File: src/rtl/mem_arb_pkg.sv
// Shared definitions for the memory-port arbiter.
//   - Requester ID constants for cpu_ooo's fixed requesters.
//   - ID_W: width of a requester ID, sized for the largest supported NREQ.
//   - ret_entry_t: one return-pipeline stage {valid, id, tag, we}.
//   - rr_next: round-robin increment with wrap.
package mem_arb_pkg;

  localparam int unsigned REQ_FETCH = 0;
  localparam int unsigned REQ_LOAD  = 1;
  localparam int unsigned REQ_STORE = 2;

  localparam int unsigned MAX_NREQ = 8;
  localparam int unsigned ID_W     = $clog2(MAX_NREQ);

  // Tag field is sized for the widest supported requester tag; narrower tags are zero-extended.
  localparam int unsigned MAX_TAGW = 16;

  typedef struct packed {
    logic                valid;
    logic [ID_W-1:0]     id;
    logic [MAX_TAGW-1:0] tag;
    logic                we;
  } ret_entry_t;

  function automatic int unsigned rr_next(input int unsigned idx, input int unsigned n);
    return (idx + 32'd1 == n) ? 32'd0 : idx + 32'd1;
  endfunction

endpackage

File: src/rtl/mem_ret_pipe.sv
// Return pipeline for one memory port: a Depth-stage shift register of ret_entry_t.
//   clk, rst   : clock, asynchronous active-high reset (clears every stage)
//   in_entry   : entry captured into stage 0 at each clock edge
//   out_entry  : last stage; its valid bit marks a response due this cycle
module mem_ret_pipe
  import mem_arb_pkg::*;
#(
  parameter int unsigned Depth = 1
) (
  input  logic       clk,
  input  logic       rst,
  input  ret_entry_t in_entry,
  output ret_entry_t out_entry
);

  ret_entry_t stage_q [Depth];

  always_ff @(posedge clk or posedge rst) begin
    if (rst) begin
      for (int unsigned i = 0; i < Depth; i++) begin
        stage_q[i] <= '0;
      end
    end else begin
      stage_q[0] <= in_entry;
      for (int unsigned i = 1; i < Depth; i++) begin
        stage_q[i] <= stage_q[i-1];
      end
    end
  end

  assign out_entry = stage_q[Depth-1];

endmodule

File: src/rtl/mem_port_arbiter.sv
// Two-port round-robin memory arbiter for cpu_ooo.
//   req_*            : per-requester request (valid/we/addr/wdata/tag), packed i*W +: W
//   req_ready        : grant this cycle; transfer on req_valid & req_ready
//   resp_*           : per-requester response pulse, read data (0 for writes), echoed tag
//   addr1/2, data_out1/2, we1/2 : memory port drive, combinational from the grant
//   data_in1/2       : memory read data, valid READ_LAT cycles after issue
// TAGW must not exceed mem_arb_pkg::MAX_TAGW.
module mem_port_arbiter
  import mem_arb_pkg::*;
#(
  parameter int unsigned NREQ     = 3,
  parameter int unsigned AW       = 16,
  parameter int unsigned DW       = 8,
  parameter int unsigned TAGW     = 4,
  parameter int unsigned READ_LAT = 1
) (
  input  logic [NREQ-1:0]      req_valid,
  input  logic                 clk,
  input  logic                 rst,
  output logic [NREQ-1:0]      req_ready,
  input  logic [NREQ-1:0]      req_we,
  input  logic [NREQ*AW-1:0]   req_addr,
  input  logic [NREQ*DW-1:0]   req_wdata,
  input  logic [NREQ*TAGW-1:0] req_tag,
  output logic [NREQ-1:0]      resp_valid,
  output logic [NREQ*DW-1:0]   resp_data,
  output logic [NREQ*TAGW-1:0] resp_tag,
  output logic [AW-1:0]        addr1,
  output logic [AW-1:0]        addr2,
  output logic [DW-1:0]        data_out1,
  output logic [DW-1:0]        data_out2,
  output logic                 we1,
  output logic                 we2,
  input  logic [DW-1:0]        data_in1,
  input  logic [DW-1:0]        data_in2
);

  localparam int unsigned PtrW = (NREQ > 1) ? $clog2(NREQ) : 1;

  logic [AW-1:0]   addr_a  [NREQ];
  logic [DW-1:0]   wdata_a [NREQ];
  logic [TAGW-1:0] tag_a   [NREQ];

  for (genvar i = 0; i < NREQ; i++) begin : g_unpack
    assign addr_a[i]  = req_addr[i*AW +: AW];
    assign wdata_a[i] = req_wdata[i*DW +: DW];
    assign tag_a[i]   = req_tag[i*TAGW +: TAGW];
  end

  logic [PtrW-1:0] rr_ptr_q, rr_ptr_d;
  logic            g1_vld, g2_vld;
  logic [PtrW-1:0] g1_idx, g2_idx;

  // Scan requesters starting at rr_ptr; first hit takes port 1, second takes port 2.
  // Visiting each index once guarantees a requester gets at most one port.
  always_comb begin
    logic [PtrW-1:0] cand;
    cand   = '0;
    g1_vld = 1'b0;
    g1_idx = '0;
    g2_vld = 1'b0;
    g2_idx = '0;
    for (int unsigned k = 0; k < NREQ; k++) begin
      cand = PtrW'((32'(rr_ptr_q) + k) % NREQ);
      if (!rst && req_valid[cand]) begin
        if (!g1_vld) begin
          g1_vld = 1'b1;
          g1_idx = cand;
        end else if (!g2_vld) begin
          g2_vld = 1'b1;
          g2_idx = cand;
        end
      end
    end
    // Same address with a write on either side: port 2 backs off so the order stays defined.
    if (g1_vld && g2_vld && (addr_a[g1_idx] == addr_a[g2_idx]) &&
        (req_we[g1_idx] || req_we[g2_idx])) begin
      g2_vld = 1'b0;
      g2_idx = '0;
    end
  end

  always_comb begin
    req_ready = '0;
    if (g1_vld) req_ready[g1_idx] = 1'b1;
    if (g2_vld) req_ready[g2_idx] = 1'b1;
  end

  always_comb begin
    rr_ptr_d = rr_ptr_q;
    if (g2_vld) begin
      rr_ptr_d = PtrW'(rr_next(32'(g2_idx), NREQ));
    end else if (g1_vld) begin
      rr_ptr_d = PtrW'(rr_next(32'(g1_idx), NREQ));
    end
  end

  always_ff @(posedge clk or posedge rst) begin
    if (rst) begin
      rr_ptr_q <= '0;
    end else begin
      rr_ptr_q <= rr_ptr_d;
    end
  end

  assign addr1     = g1_vld ? addr_a[g1_idx]  : '0;
  assign data_out1 = g1_vld ? wdata_a[g1_idx] : '0;
  assign we1       = g1_vld & req_we[g1_idx];
  assign addr2     = g2_vld ? addr_a[g2_idx]  : '0;
  assign data_out2 = g2_vld ? wdata_a[g2_idx] : '0;
  assign we2       = g2_vld & req_we[g2_idx];

  ret_entry_t ent1_in, ent2_in, ret1, ret2;

  always_comb begin
    ent1_in = '0;
    ent2_in = '0;
    if (g1_vld) begin
      ent1_in.valid = 1'b1;
      ent1_in.id    = ID_W'(g1_idx);
      ent1_in.tag   = MAX_TAGW'(tag_a[g1_idx]);
      ent1_in.we    = req_we[g1_idx];
    end
    if (g2_vld) begin
      ent2_in.valid = 1'b1;
      ent2_in.id    = ID_W'(g2_idx);
      ent2_in.tag   = MAX_TAGW'(tag_a[g2_idx]);
      ent2_in.we    = req_we[g2_idx];
    end
  end

  mem_ret_pipe #(
    .Depth (READ_LAT)
  ) u_ret1 (
    .clk       (clk),
    .rst       (rst),
    .in_entry  (ent1_in),
    .out_entry (ret1)
  );

  mem_ret_pipe #(
    .Depth (READ_LAT)
  ) u_ret2 (
    .clk       (clk),
    .rst       (rst),
    .in_entry  (ent2_in),
    .out_entry (ret2)
  );

  // The two ports never return to the same requester, so hit1/hit2 are mutually exclusive.
  for (genvar i = 0; i < NREQ; i++) begin : g_resp
    logic hit1, hit2;
    assign hit1 = ret1.valid && (ret1.id == ID_W'(i));
    assign hit2 = ret2.valid && (ret2.id == ID_W'(i));
    assign resp_valid[i] = hit1 | hit2;
    assign resp_data[i*DW +: DW] = (hit1 && !ret1.we) ? data_in1 :
                                   (hit2 && !ret2.we) ? data_in2 : '0;
    assign resp_tag[i*TAGW +: TAGW] = hit1 ? ret1.tag[TAGW-1:0] :
                                      hit2 ? ret2.tag[TAGW-1:0] : '0;
  end

  if (TAGW < MAX_TAGW) begin : g_tag_pad
    logic unused_tag_pad;
    assign unused_tag_pad = ^{ret1.tag[MAX_TAGW-1:TAGW], ret2.tag[MAX_TAGW-1:TAGW]};
  end

endmodule

File: config.mk
export PLATFORM = sky130hd
export DESIGN_NAME = mem_port_arbiter
export DESIGN_NICKNAME = d
export VERILOG_FILES = /design/src/rtl/mem_arb_pkg.sv /design/src/rtl/mem_ret_pipe.sv /design/src/rtl/mem_port_arbiter.sv
export SDC_FILE = /design/constraint.sdc
export NUM_CORES = 1
export LEC_CHECK = 0
export CORE_ASPECT_RATIO = 0.5
export CORE_UTILIZATION = 47
export CTS_BUF_LIST = sky130_fd_sc_hd__clkbuf_16
export DETAILED_ROUTE_END_ITERATION = 16
export PLACE_DENSITY = 0.88
export SYNTH_ARGS = -nofsm -noshare
export SYNTH_HDL_FRONTEND = slang
export SYNTH_HIERARCHICAL = 1
export SYNTH_SLANG_ARGS = --single-unit
File: constraint.sdc
create_clock -name clk -period 7.6 [get_ports clk]
set_clock_uncertainty 0.2 [all_clocks]
set_input_delay 1.14 -clock clk [delete_from_list [all_inputs] [get_ports clk]]
set_output_delay 1.14 -clock clk [all_outputs]
set_load 0.01 [all_outputs]
Yosys cells after proc, flatten, opt, wreduce, memory -nomap -nowiden
Index checks and enable logic that the tools add are counted.
{"block": "word_totals", "ff_bits": 20, "mem_bits_rw": 0, "in_bits": 108, "romBits": 0, "output_inout_bits": 92, "word_cells": 150, "latchBits": 0, "memories": 0}
{"block": "classes", "mux": 80, "mul": 0, "n_reduce_logical": 27, "magnitude_cmp": 11, "bitwise_logic": 9, "n_eq_ne": 7, "shifts": 0, "add_sub_neg": 4, "div": 3}
{"op": "2-to-1 mux 16 bit", "n": 8}
{"op": "binary-select mux 16 bit (select 2 bit)", "n": 3}
{"op": "2-to-1 mux 8 bit", "n": 12}
{"op": "modulo 32 x 2 -> 32 bit, second input constant", "n": 2}
{"op": "2-to-1 mux 21 bit", "n": 2}
{"op": "2-to-1 mux 4 bit", "n": 10}
{"op": "binary-select mux 8 bit (select 2 bit)", "n": 2}
{"op": "modulo 2 x 2 -> 32 bit, second input constant", "n": 1}
{"op": "2-to-1 mux 2 bit", "n": 15}
{"op": "logical AND 1 bit", "n": 20}
{"op": "less-than comparator 2 x 3 -> 1 bit, second input constant", "n": 6}
{"op": "binary-select mux 4 bit (select 2 bit)", "n": 2}
{"op": "equality test 16 bit", "n": 1}
{"op": "2-to-1 mux 1 bit", "n": 16}
{"op": "binary-select mux 1 bit (select 2 bit)", "n": 6}
{"op": "equality test 3 x 2 -> 1 bit, second input constant", "n": 4}
{"op": "adder 2 x 1 -> 3 bit, second input constant", "n": 3}
{"op": ">= comparator 3 bit, second input constant", "n": 3}
{"op": "inverter 2 -> 3 bit", "n": 3}
{"op": "equality test 3 x 1 -> 1 bit, second input constant", "n": 2}
{"op": "logical NOT 3 bit", "n": 2}
{"op": "2-to-1 mux 3 bit", "n": 2}
{"op": "demux 1 bit (select 2 bit)", "n": 2}
{"op": ">= comparator 2 x 1 -> 1 bit, second input constant", "n": 2}
{"op": "other kinds (7)", "n": 12}

Depth between registers and ports, before layout
{"block": "depth", "depth_word": 24, "depth_mapped": 18, "depth_no_buf": 14}

Modules after synthesis
Netlist, hierarchy kept.
{"mod": "mem_port_arbiter", "cells_per_inst": 512, "n_inst": 1, "seq_area_each_um2": 50.0, "area_each_um2": 3490.8}
{"mod": "mem_ret_pipe", "cells_per_inst": 22, "n_inst": 2, "seq_area_each_um2": 525.5, "area_each_um2": 529.3}

Worst setup path after synthesis
OpenSTA, ideal clock, no wires.
{"block": "synth_path", "path_type": "input-to-output", "startpoint": "in req_valid[1]", "endpoint": "out we2", "stages": 14, "path_buffers": 3, "required_ns": 6.260, "setup_slack_ns": 2.285, "arrival_time_ns": 3.975, "path_cell_list": "buf_2 > mux2i_1 > o21ai_4 > o21a_1 > buf_4 > inv_8 > mux2i_1 > mux2_2 > o32ai_1 > and4bb_2 > nand4_2 > o22ai_4 > buf_4 > a311oi_1"}
{"block": "synth_via", "elab_chain_len": 20, "word_cells_on_any_way": 48, "cone_classes": "eq/ne (1); mux (37); bitwise (3); reduce/logical (7)"}
{"item": "from (decl)", "line_no": "mem_port_arbiter.sv:17", "source": "input logic [NREQ-1:0] req_valid,"}
{"item": "binary-select mux 1 bit (select 2 bit)", "line_no": "mem_port_arbiter.sv:65", "source": "if (!rst && req_valid[cand]) begin"}
{"item": "2-to-1 mux 1 bit (not written as such)", "line_no": "mem_port_arbiter.sv:65"}
{"item": "logical AND 1 bit", "line_no": "mem_port_arbiter.sv:65"}
{"item": "2-to-1 mux 1 bit", "line_no": "mem_port_arbiter.sv:65"}
{"item": "2-to-1 mux 2 bit or 2-to-1 mux 1 bit (tied branches)", "line_no": "mem_port_arbiter.sv:66", "source": "if (!g1_vld) begin"}
{"item": "2-to-1 mux 2 bit or 2-to-1 mux 1 bit (tied branches)", "line_no": "mem_port_arbiter.sv:65"}
{"item": "2-to-1 mux 2 bit", "line_no": "mem_port_arbiter.sv:69", "source": "end else if (!g2_vld) begin"}
{"item": "2-to-1 mux 2 bit", "line_no": "mem_port_arbiter.sv:66"}
{"item": "(+2 left out)"}
{"item": "binary-select mux 16 bit (select 2 bit)", "line_no": "mem_port_arbiter.sv:76", "source": "if (g1_vld && g2_vld && (addr_a[g1_idx] == addr_a[g2_idx]) &&"}
{"item": "2-to-1 mux 16 bit (not written as such) (2 in a row)", "line_no": "mem_port_arbiter.sv:76"}
{"item": "equality test 16 bit", "line_no": "mem_port_arbiter.sv:76"}
{"item": "logical AND 1 bit (2 in a row)", "line_no": "mem_port_arbiter.sv:76"}
{"item": "2-to-1 mux 2 bit", "line_no": "mem_port_arbiter.sv:76"}
{"item": "binary-select mux 1 bit (select 2 bit)", "line_no": "mem_port_arbiter.sv:111", "source": "assign we2 = g2_vld & req_we[g2_idx];"}
{"item": "2-to-1 mux 1 bit (not written as such)", "line_no": "mem_port_arbiter.sv:111"}
{"item": "bitwise AND 1 bit *", "line_no": "mem_port_arbiter.sv:111"}
{"item": "to (decl)", "line_no": "mem_port_arbiter.sv:33", "source": "output logic we2,"}
Mark *: on every way between the ends. The rest lies on a longest branch, timed or not. The select of a mux whose other input is x is not followed.

Worst setup path in the final report
{"block": "layout_path", "startpoint": "in req_valid[2]", "endpoint": "out we2"}
Same word-level chain as after synthesis.

==> results list <==
* Cell breakdown of the critical path: clkdlybuf4s50_1 > mux2_4 > or4_1 > o21a_1 > nand2_2 > inv_2 > o21ai_0 > a222oi_1 > a2111oi_1 > nand4_2 > o22ai_4 > buf_4 > a311oi_1 > clkdlybuf4s50_1
- Number of antenna-violating nets in the routed design: 0
* Ratio of cells with drive above 1 in the final layout: 5.53%
* DRC violations left: 0
- The multi-input combinational cells in the finished layout cover a total of 3120 um^2.
* Fmax: 142 MHz
- Counting the fill cells in the layout gives 669.
- # nets final: 816
- Resized cells post-CTS: 0
* Ports placed on the boundary: 200
- Max cap viols: 0
- CP Data Arrival Time: 5.73 ns
* Mapped Cells: 532
- Prior to clock tree synthesis, the placed netlist has a worst setup slack of 0.638 ns.
- From bottom edge to top edge, the die measures 66.8 um.
- The clock passes through at most 2 buffers.
- The final count of hold timing violations is 0.
* Maximum number of pins on one net before global-route repair: 52
- In this run the worst path has a maximum fanout of 23.
- The analysis attributes to cell leakage a power of 2.25 nW.
- Worst setup path category: in2out
- Once the floorplan was initialized, standard cells occupied 49.0% of the core.
* Cell Area, Synth: 3950 um^2
- The startpoint identified for the worst register-to-register timing path is rr_ptr_q[1]$_DFFE_PP0P_.
- Worst relative slew slack: 35.5%
- After floorplanning, the core was sized to cover 8060 um^2.
- On the critical path, the stage with the largest delay is an instance of clkdlybuf4s50_1.
- Final core occ: 74.3%
- Post-synthesis to final-layout area growth: 51.6%
* Per-instance average area after synthesis: 7.42 um^2
- The sequential cells in the finished layout cover a total of 500 um^2.
- After detailed routing, the total wire length is 14900 um.
- Launch point of the critical path: req_valid[2]
* CTS Root Buffer Type: clkbuf_16
* DPL Wire Length: 11400 um
* WHS Path Cells: 2
- The tightest min-delay check is of the reg2reg type.
- Die Area: 8790 um^2
- CTS built an H-tree with a depth of 1.
* Worst-case vdd ir drop: 0.000173 V
* Antenna cell count: 0
* Initial DRC Count: 370
* Pre-antenna DRT Iters: 5
- The number of global-route vias before repair came to 4505.
- Number of setup buffers added after CTS: 0
- Wire length of the first global-routing pass: 22600 um
- Power after layout: 0.00170 W
- Hold Buf Count CTS: 0
- For the worst-skew pair, the clock arrives at the later sink with an insertion delay of 0.25 ns.
- The total count of max-transition violations in the final report was 0.
* Setup slack of the worst register-to-register path: 2.82 ns
- Period utilization: 93.0%
- Clock Sinks: 20
- Detail-routed net length per standard cell: 18.3 um
* Number of buffers added by the clock tree synthesis step: 3
* Min Clock Period, post-route: 7.07 ns
- Clock tree from TritonCTS: yes
- For the worst setup path, the data required time is 6.26 ns.
* Combined global-route utilization of all metal layers: 31.7%
- After clock tree synthesis, the clock-pin slew on the worst setup and hold paths is 0.05 ns.
- Across all setup checks in the final design, the least slack found is 0.535 ns.
* Maximum cell stage delay along the critical path: 0.55 ns
- The finished cells cover 5990 um^2.
- In this run the cell area measured after placement is 5910 um^2.
* Count of buffers from port buffering: 199
- After detailed routing, the number of vias per cell comes to 6.18.
* DIE WIDTH: 132 um
- STA classifies the critical path startpoint as a primary input.
- Warnings, synthesis: 6
- Worst Reg2Reg Path Length in Cells: 14
- Global routing finished with a remaining overflow of 0.
* RSZ-0062 raised after global routing: no
* Initial antenna violation count: 0
* Nature of the critical path endpoint: output port
- Row generation in the floorplan step produced 23 rows.
- Startpoint of the tightest hold check path: rr_ptr_q[1]$_DFFE_PP0P_
- At the end of routability-driven placement, the weighted congestion stood at 0.932.
- For this design the ratio of total power to cell area is 284 nW/um^2.
* Setup-failing EPs final: 0
- The routed layout has 5051 vias.
- Worst-Margin Slew: 0.968 ns
* Most common cell type on the critical path: clkdlybuf4s50_1
- Adding up every negative setup slack in the final design gives 0 ns.
- Outcome: finished, final reports clean
==> critical path: cells and delay by family <==
family | cells | cell delay, ns
AOI/OAI and AO/OA | 6 | 1.48
muxes | 1 | 0.33
buffers and inverters | 4 | 1.60
and+or+nand+nor | 3 | 1.14
==> state kept, by name (all words and copies together) (netlist names) <==
signal / count
u_ret1/out_entry: 9
u_ret2/out_entry: 9
rr_ptr_q: 2
==> per-layer routing <==
| layer | global-route usage, % | up-vias | wire length (um) |
|---|---|---|---|
| li1 | - | 2375 | - |
| met1 | 39.8 | 2409 | 6300 |
| met2 | 56.2 | 249 | 7170 |
| met3 | 6.39 | 18 | 1250 |
| met4 | 8.14 | 0 | 197 |
| met5 | 0 | - | 0 |
==> metrics by stage <==
step | instances | hold slack, ns
after floorplan | 533 | 0.375
after global placement | 813 | 0.389
after detailed placement | 813 | 0.421
after CTS | 817 | 0.433
after global routing | 817 | 0.449
final | 817 | 0.430
==> worst paths after layout <==
kind,endpoint
worst max-delay path,we2
worst min-delay path,rr_ptr_q[1]$_DFFE_PP0P_
worst max register to register,u_ret2/out_entry[0]$_DFF_PP0_
worst min register to register,rr_ptr_q[1]$_DFFE_PP0P_
max in group asynchronous,u_ret2/out_entry[1]$_DFF_PP0_
min in group asynchronous,rr_ptr_q[0]$_DFFE_PP0P_
==> area by class of cell <==
| class | count | share of cell area [%] |
|---|---|---|
| multi-input cells | 455 | 52.1 |
| well taps | 112 | 2.34 |
| flip-flops and latches | 20 | 8.36 |
| repair buffers | 209 | 34.7 |
| inverters | 17 | 1.19 |
| clock buffers | 3 | 1.25 |
| clock inverters | 1 | 0.0627 |
==> where the power goes <==
part | total, W | internal (W) | switching (W)
clock | 0.000105 | 0.0000699 | 0.0000349
sequential | 0.000174 | 0.000145 | 0.0000288
combinational | 0.00142 | 0.000641 | 0.000779
==> cell usage in the layout (no fill, tap or decap), types with 5 or more instances in the layout <==
| cell type | count |
|---|---|
| clkdlybuf4s50_1 | 199 |
| nand2_1 | 79 |
| nor2_1 | 70 |
| a22o_1 | 36 |
| a311oi_1 | 29 |
| a211oi_1 | 27 |
| mux2i_1 | 26 |
| xnor2_1 | 20 |
| dfrtp_1 | 20 |
| inv_1 | 14 |
| xor2_1 | 13 |
| a21oi_1 | 13 |
| buf_4 | 9 |
| o21ai_0 | 8 |
| nand2b_1 | 8 |
| o21a_1 | 8 |
| o211ai_1 | 8 |
| nor3_1 | 6 |
| o221ai_1 | 6 |
| a221oi_1 | 5 |
| a22oi_1 | 5 |
Power figures use the tool's default switching activity.
